### src/rtl/vmx_axis_fifo_writer_if.sv
// AXI4-Stream handshake bundle between the DMA stream master and the VMX FIFO writer.
`timescale 1ns/1ps
interface vmx_axis_fifo_writer_if #(
    parameter int DATA_W = 32
);
    logic [DATA_W-1:0]   tdata;
    logic [DATA_W/8-1:0] tstrb;
    logic                tlast;
    logic                tvalid;
    logic                tready;

    modport master (output tdata, output tstrb, output tlast, output tvalid, input tready);
    modport slave  (input tdata, input tstrb, input tlast, input tvalid, output tready);
endinterface

### src/rtl/vmx_axis_fifo_writer.sv
// AXI4-Stream slave feeding the VMX input FIFO through a 2-entry skid buffer at one beat per clock.
// Optional packet counter on PKT_COUNT enabled by defining VMX_PKT_STATS_EN.
`timescale 1ns/1ps
module vmx_axis_fifo_writer #(
    parameter int C_S_AXIS_TDATA_WIDTH = 32,
    parameter int C_MAX_BEATS          = 256,
    parameter bit C_STRB_MASK          = 1'b1
) (
    input  logic                            S_AXIS_ACLK,
    input  logic                            S_AXIS_ARESETN,
    vmx_axis_fifo_writer_if.slave           s_axis,
    output logic [C_S_AXIS_TDATA_WIDTH-1:0] FIFO_DATA,
    output logic                            FIFO_LAST,
    output logic                            FIFO_WREN,
    input  logic                            FIFO_FULL,
    output logic                            ERR_OVERLEN,
    input  logic                            ERR_CLR,
    output logic [15:0]                     PKT_COUNT
);
    localparam int W      = C_S_AXIS_TDATA_WIDTH;
    localparam int STRB_W = W / 8;
    localparam logic [15:0] LAST_IDX = 16'(C_MAX_BEATS - 1);

    function automatic logic [W-1:0] mask_bytes(input logic [W-1:0] d, input logic [STRB_W-1:0] s);
        logic [W-1:0] r;
        r = d;
        if (C_STRB_MASK) begin
            for (int i = 0; i < STRB_W; i++) begin
                if (!s[i]) r[8*i +: 8] = 8'h00;
            end
        end
        return r;
    endfunction

    logic          ready_en;
    logic [1:0]    occ;
    logic [15:0]   beat_cnt;
    logic [W-1:0]  head_data, tail_data;
    logic          head_last, tail_last;
    logic          push, pop, at_limit, in_last, overlen;
    logic [W-1:0]  in_data;

    // Ready is a pure decode of flops so TVALID/FIFO_FULL never reach TREADY combinationally.
    assign s_axis.tready = ready_en && (occ != 2'd2);
    assign FIFO_WREN     = (occ != 2'd0) && !FIFO_FULL;
    assign FIFO_DATA     = (occ != 2'd0) ? head_data : '0;
    assign FIFO_LAST     = (occ != 2'd0) && head_last;

    assign push     = s_axis.tvalid && s_axis.tready;
    assign pop      = FIFO_WREN;
    assign at_limit = (beat_cnt == LAST_IDX);
    assign in_last  = s_axis.tlast || at_limit;
    assign overlen  = push && at_limit && !s_axis.tlast;
    assign in_data  = mask_bytes(s_axis.tdata, s_axis.tstrb);

    always_ff @(posedge S_AXIS_ACLK or negedge S_AXIS_ARESETN) begin
        if (!S_AXIS_ARESETN) begin
            ready_en    <= 1'b0;
            occ         <= 2'd0;
            beat_cnt    <= 16'd0;
            ERR_OVERLEN <= 1'b0;
        end else begin
            ready_en <= 1'b1;
            case ({push, pop})
                2'b10:   occ <= occ + 2'd1;
                2'b01:   occ <= occ - 2'd1;
                default: occ <= occ;
            endcase
            if (push) beat_cnt <= in_last ? 16'd0 : beat_cnt + 16'd1;
            if (overlen)      ERR_OVERLEN <= 1'b1;
            else if (ERR_CLR) ERR_OVERLEN <= 1'b0;
        end
    end

    // Entry storage is not reset; the occupancy gate on the outputs hides stale contents.
    always_ff @(posedge S_AXIS_ACLK) begin
        if (pop && occ == 2'd2) begin
            head_data <= tail_data;
            head_last <= tail_last;
        end
        if (push) begin
            if (occ == 2'd0 || pop) begin
                head_data <= in_data;
                head_last <= in_last;
            end else begin
                tail_data <= in_data;
                tail_last <= in_last;
            end
        end
    end

`ifdef VMX_PKT_STATS_EN
    logic [15:0] pkt_cnt;
    always_ff @(posedge S_AXIS_ACLK or negedge S_AXIS_ARESETN) begin
        if (!S_AXIS_ARESETN)             pkt_cnt <= 16'd0;
        else if (FIFO_WREN && FIFO_LAST) pkt_cnt <= pkt_cnt + 16'd1;
    end
    assign PKT_COUNT = pkt_cnt;
`else
    assign PKT_COUNT = 16'h0000;
`endif
endmodule

### src/flat_wrapper.sv
// flat-port wrapper written by rule: the top's interface ports become plain ports
module vmx_axis_fifo_writer_flat 
#(
    parameter int C_S_AXIS_TDATA_WIDTH = 32,
    parameter int C_MAX_BEATS          = 256,
    parameter bit C_STRB_MASK          = 1'b1
)
  (S_AXIS_ACLK, S_AXIS_ARESETN, FIFO_DATA, FIFO_LAST, FIFO_WREN, FIFO_FULL, ERR_OVERLEN, ERR_CLR, PKT_COUNT, s_axis_tdata, s_axis_tstrb, s_axis_tlast, s_axis_tvalid, s_axis_tready);
  vmx_axis_fifo_writer_if #(.DATA_W((32))) s_axis_i ();
  input  logic S_AXIS_ACLK;
  input  logic S_AXIS_ARESETN;
  output logic [C_S_AXIS_TDATA_WIDTH-1:0] FIFO_DATA;
  output logic FIFO_LAST;
  output logic FIFO_WREN;
  input  logic FIFO_FULL;
  output logic ERR_OVERLEN;
  input  logic ERR_CLR;
  output logic [15:0] PKT_COUNT;
  input wire logic [$bits(s_axis_i.tdata)-1:0] s_axis_tdata;
  input wire logic [$bits(s_axis_i.tstrb)-1:0] s_axis_tstrb;
  input wire logic [$bits(s_axis_i.tlast)-1:0] s_axis_tlast;
  input wire logic [$bits(s_axis_i.tvalid)-1:0] s_axis_tvalid;
  output wire logic [$bits(s_axis_i.tready)-1:0] s_axis_tready;
  assign s_axis_i.tdata = s_axis_tdata;
  assign s_axis_i.tstrb = s_axis_tstrb;
  assign s_axis_i.tlast = s_axis_tlast;
  assign s_axis_i.tvalid = s_axis_tvalid;
  assign s_axis_tready = s_axis_i.tready;
  vmx_axis_fifo_writer #(.C_S_AXIS_TDATA_WIDTH(C_S_AXIS_TDATA_WIDTH), .C_MAX_BEATS(C_MAX_BEATS), .C_STRB_MASK(C_STRB_MASK)) u_core (.S_AXIS_ACLK(S_AXIS_ACLK), .S_AXIS_ARESETN(S_AXIS_ARESETN), .s_axis(s_axis_i), .FIFO_DATA(FIFO_DATA), .FIFO_LAST(FIFO_LAST), .FIFO_WREN(FIFO_WREN), .FIFO_FULL(FIFO_FULL), .ERR_OVERLEN(ERR_OVERLEN), .ERR_CLR(ERR_CLR), .PKT_COUNT(PKT_COUNT));
endmodule
### config.mk
export PLATFORM = sky130hd
export DESIGN_NAME = vmx_axis_fifo_writer_flat
export DESIGN_NICKNAME = d
export VERILOG_FILES = /design/src/rtl/vmx_axis_fifo_writer_if.sv /design/src/rtl/vmx_axis_fifo_writer.sv /design/src/flat_wrapper.sv
export SDC_FILE = /design/constraint.sdc
export NUM_CORES = 1
export LEC_CHECK = 0
export ABC_AREA = 1
export BUFFER_PORTS_ARGS = -buffer_cell sky130_fd_sc_hd__buf_2
export CAP_MARGIN = 10
export CORE_MARGIN = 4
export CORE_UTILIZATION = 49
export DETAILED_ROUTE_END_ITERATION = 8
export PLACE_DENSITY = 0.77
export SLEW_MARGIN = 20
export SYNTH_ARGS = -nofsm -noshare
export SYNTH_HDL_FRONTEND = slang
export SYNTH_SLANG_ARGS = --single-unit
export TNS_END_PERCENT = 100
### constraint.sdc
create_clock -name S_AXIS_ACLK -period 3.68 [get_ports S_AXIS_ACLK]
set_clock_uncertainty 0.2 [all_clocks]
set_input_delay 0.368 -clock S_AXIS_ACLK [delete_from_list [all_inputs] [get_ports S_AXIS_ACLK]]
set_output_delay 0.368 -clock S_AXIS_ACLK [all_outputs]
set_load 0.01 [all_outputs]
==> metrics.csv <==
metric;value;unit
worst-path cell with the longest stage delay;sky130_fd_sc_hd__clkinv_2;
cts repair resizes;0;
dominant cells by area after synthesis;sky130_fd_sc_hd__edfxtp_1 23%, sky130_fd_sc_hd__dfxtp_1 15%, sky130_fd_sc_hd__dfrtp_1 11%, sky130_fd_sc_hd__nand2_1 10%, sky130_fd_sc_hd__o211ai_2 7.7%;
share of final-layout standard cells stronger than drive strength 1;27.3;%
number of nets with antenna violations after detailed routing;0;
type of the most critical hold path;in -> reg;
cell area after synthesis;0.00437;sq mm
minimum setup slack among reg-to-reg paths;390;ps
gpl congestion;0.832;
pin slew with the least headroom to its limit;923;ps
Critical Path Source Type;flip-flop;
WP data required;3710;ps
CTS max path bufs;2;
GR Layer Usage met3;2.53;%
via count of the first global-routing pass;3203;
gate count of the mapped netlist;510;
TritonCTS clock tree;done;
Hold EP;u_core.ERR_OVERLEN;
flip-flop cell with the highest count after synthesis;sky130_fd_sc_hd__edfxtp_1;
fillers;826;
count of standard-cell rows;34;
number of DRC markers after the initial detailed-route iteration;78;
Via-to-Cell Ratio;4.72;
I/O pin cnt;94;
depth of the worst register-to-register path;7;
antenna diode instance count;0;
total vias in the final route;3276;
post-CTS clock slew at the launch and capture registers of the worst setup and hold paths;90;ps
sequential area share after synthesis;49.3;%
library cell with the highest instance count after synthesis;sky130_fd_sc_hd__nand2_1;
TritonCTS Sinks;86;
number of antenna violations at the first check in global routing;0;
Final Util;56.9;%
number of clock buffers inserted by TritonCTS;9;
Worst Setup End Kind;flip-flop;
final clock period utilization by the worst path;89.4;%
clock latency on the worst-skew pair;350;ps
crit path max fanout;49;
post-synthesis sequential element count;86;
number of maximum-capacitance constraint violations;0;
status;complete, no violations;
number of instances on the worst hold path;2;
biggest cell delay along the critical path;740;ps
count of flip-flops with a built-in enable after synthesis;33;
startpoint of the most critical hold path;ERR_CLR;
met1 layer usage reported by global route;20.9;%
highest-utilization routing layer at the global route stage;met2;
source of the worst register-to-register timing path;u_core.occ[0];
number of synthesis warnings;0;
Critical Setup Path Class;reg -> reg;
Avg Cell Area, Syn;8.57;sq um
async set-or-reset flop fraction in the synthesized netlist;23.3;%
floorplan die height;102;um
number of remaining DRC errors;0;
starting utilization of the core area;50.3;%
power per cell area;699;mW/mm^2
number of I/O port buffers;77;
floorplan die area;0.0105;sq mm
final number of hold-violating endpoints;0;
endpoint of the worst register-to-register path;u_core.head_data[10];
synth unique cells;31;
number of max-slew violations in the final report;0;
Clk Tree Root Cell;sky130_fd_sc_hd__clkbuf_8;
post-synth top area share;22.7;%
average wire per standard cell;12.2;um
Core Area;0.00868;sq mm
total overflow reported by the global router;0;
count of nets after finishing;625;
Overall Global Routing Usage;16.9;%
global-route wire length before repair;13900;um
most instantiated cells after synthesis;121 x sky130_fd_sc_hd__nand2_1, 88 x sky130_fd_sc_hd__inv_1, 79 x sky130_fd_sc_hd__nor2_1, 33 x sky130_fd_sc_hd__dfxtp_1, 33 x sky130_fd_sc_hd__edfxtp_1;
maximum resistive drop on vdd;0.338;mV
number of H-tree levels;3;
P&R area growth vs syn;13.0;%
critical path, cell by cell;nor2_4 -> nor2_1 -> nor2_2 -> clkinv_2 -> buf_4 -> o211ai_2 -> o21ai_2;
Setup Viol. Count Final;0;
die outline width;102;um
overall routed net length;8470;um
detailed placement HPWL;6130;um
leakage dissipation;2.57;nW
routing usage on met2;29.4;%
maximum clock frequency;304;MHz
unrepaired setup endpoints after global routing;no;
signal arrival time at the worst endpoint;3320;ps
pin count of the biggest net entering global routing;50;
setup_tns;0;ps
Design Power;3.45;mW
cell type with the largest total area after synthesis;sky130_fd_sc_hd__edfxtp_1;
time the worst path needs with I/O delays and setup;3290;ps
Rel. slew slack;38.4;%
first drt pass iteration count;5;
## report_power, final
group | total, mW | internal [mW] | switching, mW
Combinational | 1.47 | 0.590 | 0.883
Sequential | 1.34 | 1.25 | 0.0925
Clock | 0.638 | 0.309 | 0.329
## kinds of logic after synthesis
logic type               after synthesis  share of synthesized area, %
AND/OR/NAND/NOR                      216                          19.8
flip-flops                            86                          49.3
XOR/XNOR                               7                          1.40
other                                  2                         0.172
buffers and inverters                127                          13.5
AO/OA/AOI/OAI                         70                          15.3
adder cells (fa/ha/maj)                2                         0.573
## critical path, delay by kind of cell, from the launching register on
| kind | cells | cell delay (ps) |
|---|---|---|
| buf+inv | 2 | 1260 |
| simple gates | 3 | 1070 |
| flops | 1 | 460 |
| compound gates | 2 | 170 |
## per-stage QoR
stage	hold WS (ps)	std cells	setup WS [ps]	cell area, sq um
6_report	12.3	694	391	4940
5_1_grt	14.9	694	108	4940
4_1_cts	11.7	694	751	4930
3_5_place_dp	147	677	804	4740
3_3_place_gp	140	677	916	4740
2_1_floorplan	-128	525	950	4430
## registers in the layout (all words and copies together) (netlist names)
register,count
u_core.occ,2
u_core.head_last,1
u_core.tail_last,1
u_core.head_data,32
u_core.tail_data,32
u_core.ERR_OVERLEN,1
u_core.beat_cnt,16
u_core.ready_en,1
## worst max-delay path by stage
stage	startpoint	end	slack [ps]	cells after the start
after global routing	u_core.occ[0]	u_core.head_data[15]	110	7
after CTS	u_core.occ[0]	u_core.head_data[10]	750	7
final	u_core.occ[0]	u_core.head_data[10]	390	7
after floorplan	u_core.occ[0]	u_core.tail_data[0]	950	5
after global placement	u_core.occ[0]	u_core.head_data[15]	920	7
after detailed placement	u_core.occ[0]	u_core.head_data[10]	800	7
## cell type report
cell class	instances	area, sq um	area share (%)
Tap cell	108	135	2.74
Inverter	91	343	6.95
Clock inverter	7	65.1	1.32
Timing Repair Buffer	81	418	8.47
Sequential cell	86	2150	43.6
Clock buffer	9	124	2.51
Multi-Input combinational cell	312	1700	34.4
## metal layers
metal	part of all wire [%]	wire, um
met1	44	3750
met2	49	4140
met3	5.2	439
met4	1.7	144
met5	0	0
## layout by cell type (no fill, tap or decap), drive strengths merged
cell type,n
conb,17
xnor2,5
dfrtp,20
edfxtp,33
ha,2
xor2,2
o22ai,1
nand2,123
bufinv,1
nor2,84
clkinv,7
nand3,6
clkbuf,9
dfxtp,33
a21oi,1
o21ai,36
buf,80
inv,90
nor3b,1
o211ai,31
nor3,2
o21bai,1
dlygate4sd3,1
## timing repair
action / CTS / global route
setup endpoints to repair: 0 / 0
hold buffers: 1 / 0
setup buffers: 0 / 0
hold endpoints to repair: 20 / 0
Note: power is estimated with default switching activity, not from simulation.
